[src/rtl/uart_rx_fifo.sv]
// uart_rx_fifo: first-word-fall-through byte buffer behind the UART receiver.
// Bytes arrive on a one-cycle strobe and leave through a valid/ready handshake.
// Fill level and a sticky overflow flag make dropped characters visible.
module uart_rx_fifo #(
    parameter int DEPTH  = 16,
    parameter int ADDR_W = $clog2(DEPTH)
) (
    input  logic              clk,
    input  logic              rst_n,
    input  logic [7:0]        in_data,
    input  logic              in_strobe,
    output logic [7:0]        out_data,
    output logic              out_valid,
    input  logic              out_ready,
    output logic [ADDR_W:0]   level,
    output logic              full,
    output logic              overflow,
    input  logic              clr_overflow
);

    localparam int LEVEL_W = ADDR_W + 1;

    logic [7:0]         mem_q [DEPTH];
    logic [7:0]         mem_d [DEPTH];
    logic [ADDR_W-1:0]  wr_ptr_q, wr_ptr_d;
    logic [ADDR_W-1:0]  rd_ptr_q, rd_ptr_d;
    logic [ADDR_W:0]    level_q, level_d;
    logic               overflow_q, overflow_d;
    logic               push_s, pop_s, drop_s;

    // Outputs are pure decodes of registered state; nothing from in_* or out_ready.
    always_comb begin
        out_valid = (level_q != LEVEL_W'(0));
        full      = (level_q == LEVEL_W'(DEPTH));
        level     = level_q;
        overflow  = overflow_q;
        if (out_valid) begin
            out_data = mem_q[rd_ptr_q];
        end else begin
            out_data = 8'h00;
        end
    end

    // Handshake decode and next-state for pointers, level, storage and overflow.
    always_comb begin
        pop_s      = out_valid & out_ready;
        push_s     = in_strobe & (~full | pop_s);
        drop_s     = in_strobe & full & ~pop_s;
        mem_d      = mem_q;
        wr_ptr_d   = wr_ptr_q;
        rd_ptr_d   = rd_ptr_q;
        level_d    = level_q;
        overflow_d = overflow_q;

        // When full, a simultaneous pop frees the slot wr_ptr now points at.
        if (push_s) begin
            mem_d[wr_ptr_q] = in_data;
            wr_ptr_d        = wr_ptr_q + ADDR_W'(1);
        end else begin
            wr_ptr_d = wr_ptr_q;
        end

        if (pop_s) begin
            rd_ptr_d = rd_ptr_q + ADDR_W'(1);
        end else begin
            rd_ptr_d = rd_ptr_q;
        end

        case ({push_s, pop_s})
            2'b10:   level_d = level_q + LEVEL_W'(1);
            2'b01:   level_d = level_q - LEVEL_W'(1);
            default: level_d = level_q;
        endcase

        // A drop in the same cycle as a clear must leave the flag set.
        if (drop_s) begin
            overflow_d = 1'b1;
        end else if (clr_overflow) begin
            overflow_d = 1'b0;
        end else begin
            overflow_d = overflow_q;
        end
    end

    // Control state with asynchronous reset; stored bytes are discarded via level.
    always_ff @(posedge clk or negedge rst_n) begin
        if (!rst_n) begin
            wr_ptr_q   <= '0;
            rd_ptr_q   <= '0;
            level_q    <= '0;
            overflow_q <= 1'b0;
        end else begin
            wr_ptr_q   <= wr_ptr_d;
            rd_ptr_q   <= rd_ptr_d;
            level_q    <= level_d;
            overflow_q <= overflow_d;
        end
    end

    // Byte storage; contents are never reset, only invalidated by level.
    always_ff @(posedge clk) begin
        mem_q <= mem_d;
    end

endmodule

[config.mk]
export PLATFORM = sky130hd
export DESIGN_NAME = uart_rx_fifo
export DESIGN_NICKNAME = d
export VERILOG_FILES = /design/src/rtl/uart_rx_fifo.sv
export SDC_FILE = /design/constraint.sdc
export NUM_CORES = 1
export LEC_CHECK = 0
export CORE_MARGIN = 10
export CORE_UTILIZATION = 45
export CTS_BUF_LIST = sky130_fd_sc_hd__clkbuf_8
export DETAILED_ROUTE_END_ITERATION = 8
export PLACE_DENSITY = 0.66
export SKIP_LAST_GASP = 1
export SYNTH_ARGS = -nofsm -noshare
export SYNTH_HDL_FRONTEND = slang
export SYNTH_SLANG_ARGS = --single-unit
[constraint.sdc]
create_clock -name clk -period 4.5 [get_ports clk]
set_input_delay 0.9 -clock clk [delete_from_list [all_inputs] [get_ports clk]]
set_output_delay 0.9 -clock clk [all_outputs]
set_load 0.01 [all_outputs]
==> results of run 1 <==
[how the worst min path moves through the flow]
| stage | to | slack, ns | cells after the start |
|---|---|---|---|
| finish | rd_ptr_q[0]$_DFFE_PN0P_ | 0.52 | 1 |
| global route | rd_ptr_q[0]$_DFFE_PN0P_ | 0.57 | 1 |
| CTS | rd_ptr_q[0]$_DFFE_PN0P_ | 0.53 | 1 |
| detailed placement | rd_ptr_q[0]$_DFFE_PN0P_ | 0.51 | 1 |
| global placement | rd_ptr_q[0]$_DFFE_PN0P_ | 0.51 | 1 |
| floorplan | overflow$_DFFE_PN0P_ | 0.56 | 2 |
[state kept, by name, summed over array words and instances, names as in the netlist]
register  cells
mem_q       128
level         5
rd_ptr_q      4
wr_ptr_q      4
overflow      1
[metal layers]
layer | global-route usage (%) | up-vias | routed length [microns]
met2 | 20.5 | 96 | 5460
met1 | 17.1 | 1470 | 4860
met3 | 4.11 | 16 | 694
met4 | 5.44 | 0 | 162
li1 | - | 1288 | -
met5 | 0 | - | 0
[where the power goes]
part,switching [mW],internal (mW),total (mW)
clock,0.459,0.422,0.881
sequential,0.191,1.62,1.81
combinational,0.613,0.705,1.32
total,1.26,2.75,4.01
[kinds of logic (layout without fill, tap and decap cells)]
family / Yosys count / in the layout / share of synthesized area, %
xor gates and xnor gates: 12 / 12 / 1.79
buffers and inverters: 26 / 77 / 2.71
AOI/OAI and AO/OA: 26 / 26 / 2.52
muxes: 51 / 51 / 16.3
DFF: 142 / 142 / 71.5
adders and majority gates: 8 / 8 / 1.71
and+or+nand+nor: 40 / 40 / 3.41
[final cells by class]
class                           instances  area (sq um)  area share (%)
Clock buffer                           17           234            3.52
Clock inverter                         15           109            1.64
Multi-Input combinational cell        137          1510            22.7
Sequential cell                       142          4190            63.2
Tap cell                              172           215            3.24
Inverter                                8          30.0           0.452
Timing Repair Buffer                   37           348            5.24
[metrics by stage]
stage / std cells / total power [mW]
floorplan: 305 / 2.73
global placement: 496 / 3.15
detailed placement: 496 / 3.18
CTS: 528 / 4.06
global route: 528 / 4.25
finish: 528 / 4.01
[placed cells by master (no fill, tap or decap), types with 5 or more instances in the layout]
cell type / n
mux4_2: 23
a21oi_1: 11
xnor2_1: 7
xor2_1: 5
buf_4: 9
nor3_1: 5
dfrtp_1: 14
ha_1: 8
clkbuf_8: 17
mux4_1: 9
nand2_1: 8
nor2_1: 13
inv_1: 9
mux2i_1: 9
edfxtp_1: 128
mux2_2: 9
o21ai_1: 9
clkdlybuf4s50_1: 28
==> key figures, run 1 <==
Run status
  – Outcome: complete, no violations

Worst hold path
  – HP Class: flip-flop to flip-flop
  – Hold Path Origin: rd_ptr_q[0]$_DFFE_PN0P_

Die
  – FP Rows: 41
  – DIE WIDTH: 134 microns
  – Starting density of the core: 46.3%
  – # IOs: 29
  – Vert. Die Dim: 134 microns
  – Die footprint: 0.0180 sq mm
  – Core footprint: 0.0127 sq mm

Critical path
  – CP endpoint kind: output port
  – CP bufs+invs: 1
  – Worst reg2reg path endpoint: level[4]$_DFFE_PN0P_
  – CP max stage cell: dfrtp_1
  – Worst Path Max Fanout: 22
  – Arrival time worst endpoint: 3.32 ns
  – Slack of the worst reg-to-reg path: 1.18 ns
  – Crit path from: rd_ptr_q[1]$_DFFE_PN0P_
  – CP delay by family, top: flip-flops
  – Kind of critical path: flip-flop to output port
  – Crit-path max cell delay: 1.15 ns
  – Crit start category: flip-flop
  – Req. time, crit path: 3.60 ns
  – CP cell instances: mux4_2 -> mux2_2 -> o21ai_1 -> a21oi_1 -> clkdlybuf4s50_1
  – Worst r2r src: level[1]$_DFFE_PN0P_
  – CP endpoint: out_data[1]
  – Reg2reg path depth: 11
  – Critical path depth: 5

Drt
  – DRT Wirelength: 11.2 mm
  – DR vias: 2,870
  – Drt via density: 5.44
  – WL per Instance: 21.2 microns
  – DR pass1 iterations: 4
  – DR iter-0 viols: 250
  – Post-route DRC: 0
  – Final ANT Viol Nets: 0

Finish
  – Finished layout cell area: 0.00664 sq mm
  – Fill cells: 1,063
  – Layout Nets: 364
  – Layout cells sized above 1: 20.2%
  – Final Core Density: 52.4%
  – Ant. Diodes: 0
  – Area growth, synth to finish: 13.3%

Job
  – Max-capacitance violation count: 0

GRT
  – First-pass GRT wire length: 17.9 mm
  – Grt total ovfl: 0
  – GRT Util Overall: 13.3%
  – Number of global-route vias before repair: 3,085
  – Initial antenna violation count: 0
  – Largest net degree at the start of global routing: 25

Synthesis
  – Synth unique cells: 39
  – Synth area leaders: edfxtp_1 (66%), mux4_2 (8.8%), dfrtp_1 (6.0%)
  – YS warnings: 0
  – FF+latch count, synth: 142
  – Mapped Area: 0.00586 sq mm
  – Most frequent cell after synthesis: edfxtp_1
  – Leading area contributor after synthesis: edfxtp_1
  – Seq/Total Area, Yosys: 71.5%
  – Syn_area_per_cell: 19.2 sq um
  – Post-synth EDFFs: 128
  – Async SR Flop Fraction: 9.86%
  – Synthesized Nets: 326
  – Yosys top cell area share: 65.6%
  – Top cells by count, synth: edfxtp_1 (128), mux4_2 (23), dfrtp_1 (14)
  – Synthesized instance count: 305
  – Top FF cell, synth: edfxtp_1

STA
  – Clk_skew: 0.00871 ns
  – Worst slew margin: 19.1%
  – Hold Fails Final Rpt: 0
  – Final Setup Violations: 0
  – Total negative slack: 0 ns
  – Min Tclk post-route: 4.22 ns
  – Fin. max-slew vios: 0
  – Final worst setup slack: 0.285 ns
  – Fmax: 0.237 GHz
  – Final clock period utilization by the worst path: 93.7%
  – Least-Margin Pin Slew: 1.21 ns
  – Hold slack: 0.522 ns
  – Unrepaired setup endpoints after global routing: false

Clocking
  – Clock H-tree levels: 4
  – Latest clock arrival within the worst-skew pair: 0.44 ns
  – Worst-path clk slew: 0.07 ns
  – Hold Buf Count CTS: 0
  – Maximum buffer depth of the clock tree: 2
  – Post-cts sizing count: 0
  – CTS root buf: clkbuf_8
  – Post-CTS setup buffer count: 0
  – CTS buffer count: 17
  – Clk sink count: 142
  – CTS tree: done

Placed design
  – DP HPWL: 7.21 mm
  – Routability cong.: 0.720
  – Dpl ws: 0.734 ns
  – Placed Area: 0.00630 sq mm
  – PortBufs: 28

Pwr
  – VDD IR max: 0.250 mV
  – Pleak: 2.23 nW
  – Power density over the cells: 604 mW/mm^2
(Power assumes the default switching activity.)
==> inputs of run 2 (changes only) <==
--- a/config.mk
+++ b/config.mk
@@ -9,7 +9,7 @@
 export CORE_UTILIZATION = 45
 export CTS_BUF_LIST = sky130_fd_sc_hd__clkbuf_8
 export DETAILED_ROUTE_END_ITERATION = 8
-export PLACE_DENSITY = 0.66
+export PLACE_DENSITY = 0.64
 export SKIP_LAST_GASP = 1
 export SYNTH_ARGS = -nofsm -noshare
 export SYNTH_HDL_FRONTEND = slang
==> run 2 against run 1 <==
  * Die area unchanged
  * Worst hold slack improved by 0.017 ns
  * Via count decreased by 2.1%
  * Clock power increased by 9.3%
  * Cell count decreased by 0.19%
  * Register-to-register slack improved by 0.06 ns
  * Fmax increased by 7.9%
  * Critical endpoint is now out_data[2]
  * Largest cell class unchanged
==> key figures, run 2 (same netlist as run 1, synthesis figures left out) <==
Clocking
  – CTS buffer count: 17 (unchanged)
  – Post-cts sizing count: 0 (unchanged)
  – Worst-path clk slew: 0.08 ns (about the same)
  – CTS root buf: clkbuf_8
  – Post-CTS setup buffer count: 0 (unchanged)
  – Clock H-tree levels: 4 (unchanged)
  – Maximum buffer depth of the clock tree: 2 (unchanged)
  – Clk sink count: 142 (unchanged)
  – Latest clock arrival within the worst-skew pair: 0.42 ns (-0.02 ns)
  – Hold Buf Count CTS: 0 (unchanged)
  – CTS tree: done

Critical path
  – Kind of critical path: flip-flop to output port
  – Worst reg2reg path endpoint: level[4]$_DFFE_PN0P_
  – Slack of the worst reg-to-reg path: 1.24 ns (+0.06 ns)
  – Worst r2r src: level[1]$_DFFE_PN0P_
  – Crit path from: rd_ptr_q[1]$_DFFE_PN0P_
  – Crit start category: flip-flop
  – Worst Path Max Fanout: 26 (+18%)
  – CP endpoint: out_data[2]
  – Arrival time worst endpoint: 3.01 ns (-0.31 ns)
  – Reg2reg path depth: 11 (unchanged)
  – CP endpoint kind: output port
  – Req. time, crit path: 3.60 ns (about the same)

Drt
  – Final ANT Viol Nets: 0 (unchanged)
  – DRT Wirelength: 10.9 mm (-2.6%)
  – Drt via density: 5.33 (-1.9%)
  – DR iter-0 viols: 236 (-5.6%)
  – DR vias: 2,810 (-2.1%)
  – Post-route DRC: 0 (unchanged)
  – WL per Instance: 20.7 microns (-2.4%)
  – DR pass1 iterations: 4 (unchanged)

Pwr
  – Clock Power Share: 23.5% (+1.5 points)
  – Int Pwr: 2.82 mW (+2.8%)
  – Combinational group share of total power: 32.2% (-0.7 points)
  – Power density over the cells: 614 mW/mm^2 (+1.7%)
  – Register share of total power: 44.4% (-0.7 points)
  – Sw power: 1.28 mW (+1.3%)
  – Pleak: 2.25 nW (+0.76%)
  – VDD IR max: 0.371 mV (+48%)
  – Switching Fraction: 31.2% (-0.32 points)
  – Pwr Total: 4.10 mW (+2.3%)

GRT
  – Number of global-route vias before repair: 3,028 (-1.8%)
  – First-pass GRT wire length: 17.3 mm (-3.2%)
  – Initial antenna violation count: 0 (unchanged)
  – Grt total ovfl: 0 (unchanged)
  – GRT Util Overall: 12.8% (-0.50 points)
  – Largest net degree at the start of global routing: 27 (+8.0%)

Finish
  – Reg with most FFs: mem_q
  – Layout Nets: 363 (-0.27%)
  – Largest register FFs: 128 (unchanged)
  – Ant. Diodes: 0 (unchanged)
  – Most common cell after layout, fill and taps aside: edfxtp_1
  – Fin cells: 527 (-0.19%)
  – Highest-count cells in the layout ignoring fill and taps: edfxtp_1 (128), clkdlybuf4s50_1 (28), mux4_2 (23)
  – Area growth, synth to finish: 14.0%
  – Layout cells sized above 1: 21.1% (+0.90 points)

Die
  – Die footprint: 0.0180 sq mm (unchanged)
  – # IOs: 29 (unchanged)
  – FP Rows: 41 (unchanged)
  – Vert. Die Dim: 134 microns (unchanged)
  – Starting density of the core: 46.3% (unchanged)
  – DIE WIDTH: 134 microns (unchanged)
  – Core footprint: 0.0127 sq mm (unchanged)

STA
  – Fin. max-slew vios: 0 (unchanged)
  – Total negative slack: 0 ns (unchanged)
  – Unrepaired setup endpoints after global routing: false
  – Clk_skew: 0.00840 ns (-0.000311 ns)
  – Final Setup Violations: 0 (unchanged)
  – Least-Margin Pin Slew: 1.01 ns (-0.202 ns)
  – Hold Fails Final Rpt: 0 (unchanged)
  – Final clock period utilization by the worst path: 86.8% (-6.8 points)
  – Min Tclk post-route: 3.91 ns (-0.307 ns)
  – Worst slew margin: 32.5% (+13 points)
  – Fmax: 0.256 GHz (+7.9%)

Placed design
  – DP HPWL: 6.97 mm (-3.2%)
  – Placed insts: 495 (-0.20%)
  – PortBufs: 28 (unchanged)
  – Routability cong.: 0.710 (-1.4%)

Worst hold path
  – HP Class: flip-flop to flip-flop
  – Hold Path Origin: rd_ptr_q[0]$_DFFE_PN0P_

Run status
  – Outcome: complete, no violations

Job
  – Max-capacitance violation count: 0 (unchanged)
[run 2: cell type report]
class                      instances  area [sq um]
fill                            1006          5990
inverter                           8          30.0
tap                              172           215
clock inverter                    15           148
sequential                       142          4190
timing repair buffer              36           353
multi-input combinational        137          1510
clock buffer                      17           234
[run 2: worst min path at each step]
stage | end | slack (ns) | cells after the start
2_1_floorplan | overflow$_DFFE_PN0P_ | 0.56 | 2
3_3_place_gp | rd_ptr_q[0]$_DFFE_PN0P_ | 0.51 | 1
3_5_place_dp | overflow$_DFFE_PN0P_ | 0.53 | 2
4_1_cts | rd_ptr_q[0]$_DFFE_PN0P_ | 0.54 | 1
5_1_grt | rd_ptr_q[0]$_DFFE_PN0P_ | 0.57 | 1
6_report | rd_ptr_q[0]$_DFFE_PN0P_ | 0.54 | 1
[run 2: critical path, stage by stage, from the launching register on]
cell             delay (ns)
dfrtp_1                0.64
buf_12                 0.28
mux4_1                 0.59
mux2_2                 0.30
o21ai_1                0.14
a21oi_1                0.08
clkdlybuf4s50_1        0.54
[run 2: power by group through the flow]
stage / registers (mW) / clock network (mW) / logic (mW)
after floorplan: 1.71 / 0 / 1.01
after global placement: 1.84 / 0 / 1.34
after detailed placement: 1.85 / 0 / 1.35
after CTS: 1.82 / 0.987 / 1.35
after global routing: 1.84 / 1.04 / 1.44
final: 1.82 / 0.963 / 1.32
[run 2: stage by stage]
step                area (sq um)  utilization (%)  worst slack, ns  hold WS (ns)
floorplan                   5860                -             1.62         0.560
global placement            6300             49.7            0.957         0.506
detailed placement          6300             49.7            0.858         0.531
CTS                         6680             52.8            0.548         0.543
global route                6680             52.8            0.428         0.574
finish                      6680             52.8            0.592         0.539
[run 2: metal layers]
layer	wire [microns]	GRT usage, %
met3	469	3.32
met2	5700	21.3
met5	0	0
met4	61	4.59
met1	4660	15.7
==> inputs of run 3 (changes only) <==
--- a/config.mk
+++ b/config.mk
@@ -5,11 +5,11 @@
 export SDC_FILE = /design/constraint.sdc
 export NUM_CORES = 1
 export LEC_CHECK = 0
-export CORE_MARGIN = 10
-export CORE_UTILIZATION = 45
+export CORE_UTILIZATION = 41
 export CTS_BUF_LIST = sky130_fd_sc_hd__clkbuf_8
+export CTS_CLUSTER_SIZE = 20
 export DETAILED_ROUTE_END_ITERATION = 8
-export PLACE_DENSITY = 0.64
+export PLACE_DENSITY = 0.59
 export SKIP_LAST_GASP = 1
 export SYNTH_ARGS = -nofsm -noshare
 export SYNTH_HDL_FRONTEND = slang
==> run 3 against run 2 <==
  * Fmax down 1.3%
  * Die area shrank 18%
  * Critical endpoint is now out_data[7]
  * Clock skew decreased by 0.0020 ns
  * Wire length up 1.5%
  * Worst hold slack about the same
  * Sequential power is essentially flat
==> key figures, run 3 (same netlist as run 1, synthesis figures left out) <==
STA
  – Unrepaired setup endpoints after global routing: false
  – Fmax: 0.253 GHz (-1.3%)
  – Total negative slack: 0 ns (unchanged)
  – Clk_skew: 0.00637 ns (-0.00203 ns)
  – Least-Margin Pin Slew: 1.02 ns (+0.00322 ns)
  – Worst slew margin: 32.1% (-0.46 points)
  – Min Tclk post-route: 3.96 ns (+0.0501 ns)
  – Hold Fails Final Rpt: 0 (unchanged)
  – Final clock period utilization by the worst path: 88.0% (+1.1 points)
  – Final Setup Violations: 0 (unchanged)
  – Fin. max-slew vios: 0 (unchanged)

Pwr
  – Sw power: 1.25 mW (-2.6%)
  – Pleak: 2.26 nW (+0.33%)
  – VDD IR max: 0.335 mV (-9.5%)
  – Clock Power Share: 21.4% (-2.1 points)
  – Register share of total power: 45.1% (+0.7 points)
  – Switching Fraction: 31.3% (+0.068 points)
  – Int Pwr: 2.74 mW (-2.9%)
  – Power density over the cells: 599 mW/mm^2 (-2.4%)
  – Combinational group share of total power: 33.5% (+1.3 points)

Critical path
  – Req. time, crit path: 3.60 ns (about the same)
  – Crit start category: flip-flop
  – Worst Path Max Fanout: 32 (+23%)
  – CP endpoint kind: output port
  – Crit-path max cell delay: 0.62 ns (-0.02 ns)
  – CP bufs+invs: 2 (unchanged)
  – CP delay by family, top: buffers and inverters
  – Arrival time worst endpoint: 3.06 ns (+0.05 ns)
  – Kind of critical path: flip-flop to output port
  – CP cell instances: buf_4 -> mux4_1 -> mux2_2 -> o21ai_1 -> a21oi_1 -> clkdlybuf4s50_1
  – CP max stage cell: mux4_1

Finish
  – Area occupied by multi-input gates: 0.00151 sq mm (unchanged)
  – Fin cells: 539 (+2.3%)
  – Reg with most FFs: mem_q
  – Finished layout cell area: 0.00666 sq mm (-0.36%)
  – Fill cells: 1,199 (+19%)
  – Most common cell after layout, fill and taps aside: edfxtp_1
  – Ant. Diodes: 0 (unchanged)
  – Area growth, synth to finish: 13.6%
  – Largest register FFs: 128 (unchanged)
  – Layout Nets: 368 (+1.4%)
  – Reg area: 0.00419 sq mm (unchanged)
  – Highest-count cells in the layout ignoring fill and taps: edfxtp_1 (128), clkdlybuf4s50_1 (28), mux4_2 (23)
  – Layout cells sized above 1: 20.3% (-0.79 points)

Clocking
  – CTS root buf: clkbuf_8
  – CTS buffer count: 17 (unchanged)
  – Hold Buf Count CTS: 0 (unchanged)
  – Clock H-tree levels: 4 (unchanged)
  – Worst-path clk slew: 0.07 ns (about the same)
  – Post-cts sizing count: 0 (unchanged)
  – Maximum buffer depth of the clock tree: 2 (unchanged)
  – Clk sink count: 142 (unchanged)
  – Latest clock arrival within the worst-skew pair: 0.43 ns (about the same)
  – CTS tree: done
  – Post-CTS setup buffer count: 0 (unchanged)

Run status
  – Outcome: complete, no violations

Drt
  – DR iter-0 viols: 288 (+22%)
  – DRT Wirelength: 11.1 mm (+1.5%)
  – Final ANT Viol Nets: 0 (unchanged)
  – DR vias: 2,842 (+1.1%)
  – Post-route DRC: 0 (unchanged)
  – DR pass1 iterations: 4 (unchanged)
  – Drt via density: 5.27 (-1.1%)
  – WL per Instance: 20.5 microns (-0.75%)

Worst hold path
  – HP Class: flip-flop to flip-flop

Die
  – DIE WIDTH: 122 microns (-9.4%)
  – # IOs: 29 (unchanged)
  – Core footprint: 0.0139 sq mm (+10%)
  – FP Rows: 43 (+4.9%)
  – Vert. Die Dim: 122 microns (-9.4%)
  – Starting density of the core: 42.1% (-4.2 points)
  – Die footprint: 0.0148 sq mm (-18%)

Placed design
  – Placed insts: 508 (+2.6%)
  – DP HPWL: 7.07 mm (+1.4%)
  – Placed Area: 0.00634 sq mm (+0.56%)
  – Routability cong.: 0.720 (+1.4%)
  – PortBufs: 28 (unchanged)

GRT
  – Grt total ovfl: 0 (unchanged)
  – First-pass GRT wire length: 17.2 mm (-0.80%)
  – GRT Util Overall: 16.8% (+4.0 points)
  – Number of global-route vias before repair: 2,969 (-1.9%)
  – Largest net degree at the start of global routing: 33 (+22%)
  – Initial antenna violation count: 0 (unchanged)

Job
  – Max-capacitance violation count: 0 (unchanged)
-- run 3: path summary, 6_finish.rpt --
path	depth (start not counted)	slack, ns	from	to
min	1	0.54	rd_ptr_q[0]$_DFFE_PN0P_	rd_ptr_q[0]$_DFFE_PN0P_
min in group asynchronous	1	0.87	rst_n	overflow$_DFFE_PN0P_
min reg2reg	1	0.54	rd_ptr_q[0]$_DFFE_PN0P_	rd_ptr_q[0]$_DFFE_PN0P_
max in group asynchronous	1	3.19	rst_n	level[1]$_DFFE_PN0P_
max reg2reg	11	1.19	level[1]$_DFFE_PN0P_	level[4]$_DFFE_PN0P_
max	6	0.54	rd_ptr_q[1]$_DFFE_PN0P_	out_data[7]
-- run 3: routing by layer --
layer	track usage, %	vias up	share of wire (%)
met5	0	-	0
met4	7.41	0	1.2
met3	3.84	10	3.8
met2	25.7	66	48
met1	23.0	1472	47
li1	-	1294	-
-- run 3: per-stage QoR --
step           util, %  power [mW]  setup WS (ns)  hold slack [ns]
5_1_grt           47.8        4.21          0.393            0.564
4_1_cts           47.8        4.04          0.499            0.540
3_3_place_gp      45.5        3.16          0.985            0.505
2_1_floorplan        -        2.73           1.62            0.560
3_5_place_dp      45.5        3.19          0.909            0.529
6_report          47.8        3.99          0.542            0.539
-- run 3: power groups by stage --
stage	clock network (mW)	logic (mW)	registers (mW)
after floorplan	0	1.01	1.71
after CTS	0.874	1.36	1.80
final	0.854	1.33	1.80
after detailed placement	0	1.36	1.83
after global placement	0	1.34	1.82
after global routing	0.931	1.46	1.82
-- run 3: cell type report --
class,count,share of cell area (%)
flip-flops and latches,142,63.0
multi-input cells,137,22.7
repair buffers,41,5.67
clock buffers,17,3.51
well taps,180,3.38
clock inverters,14,1.33
inverters,8,0.451
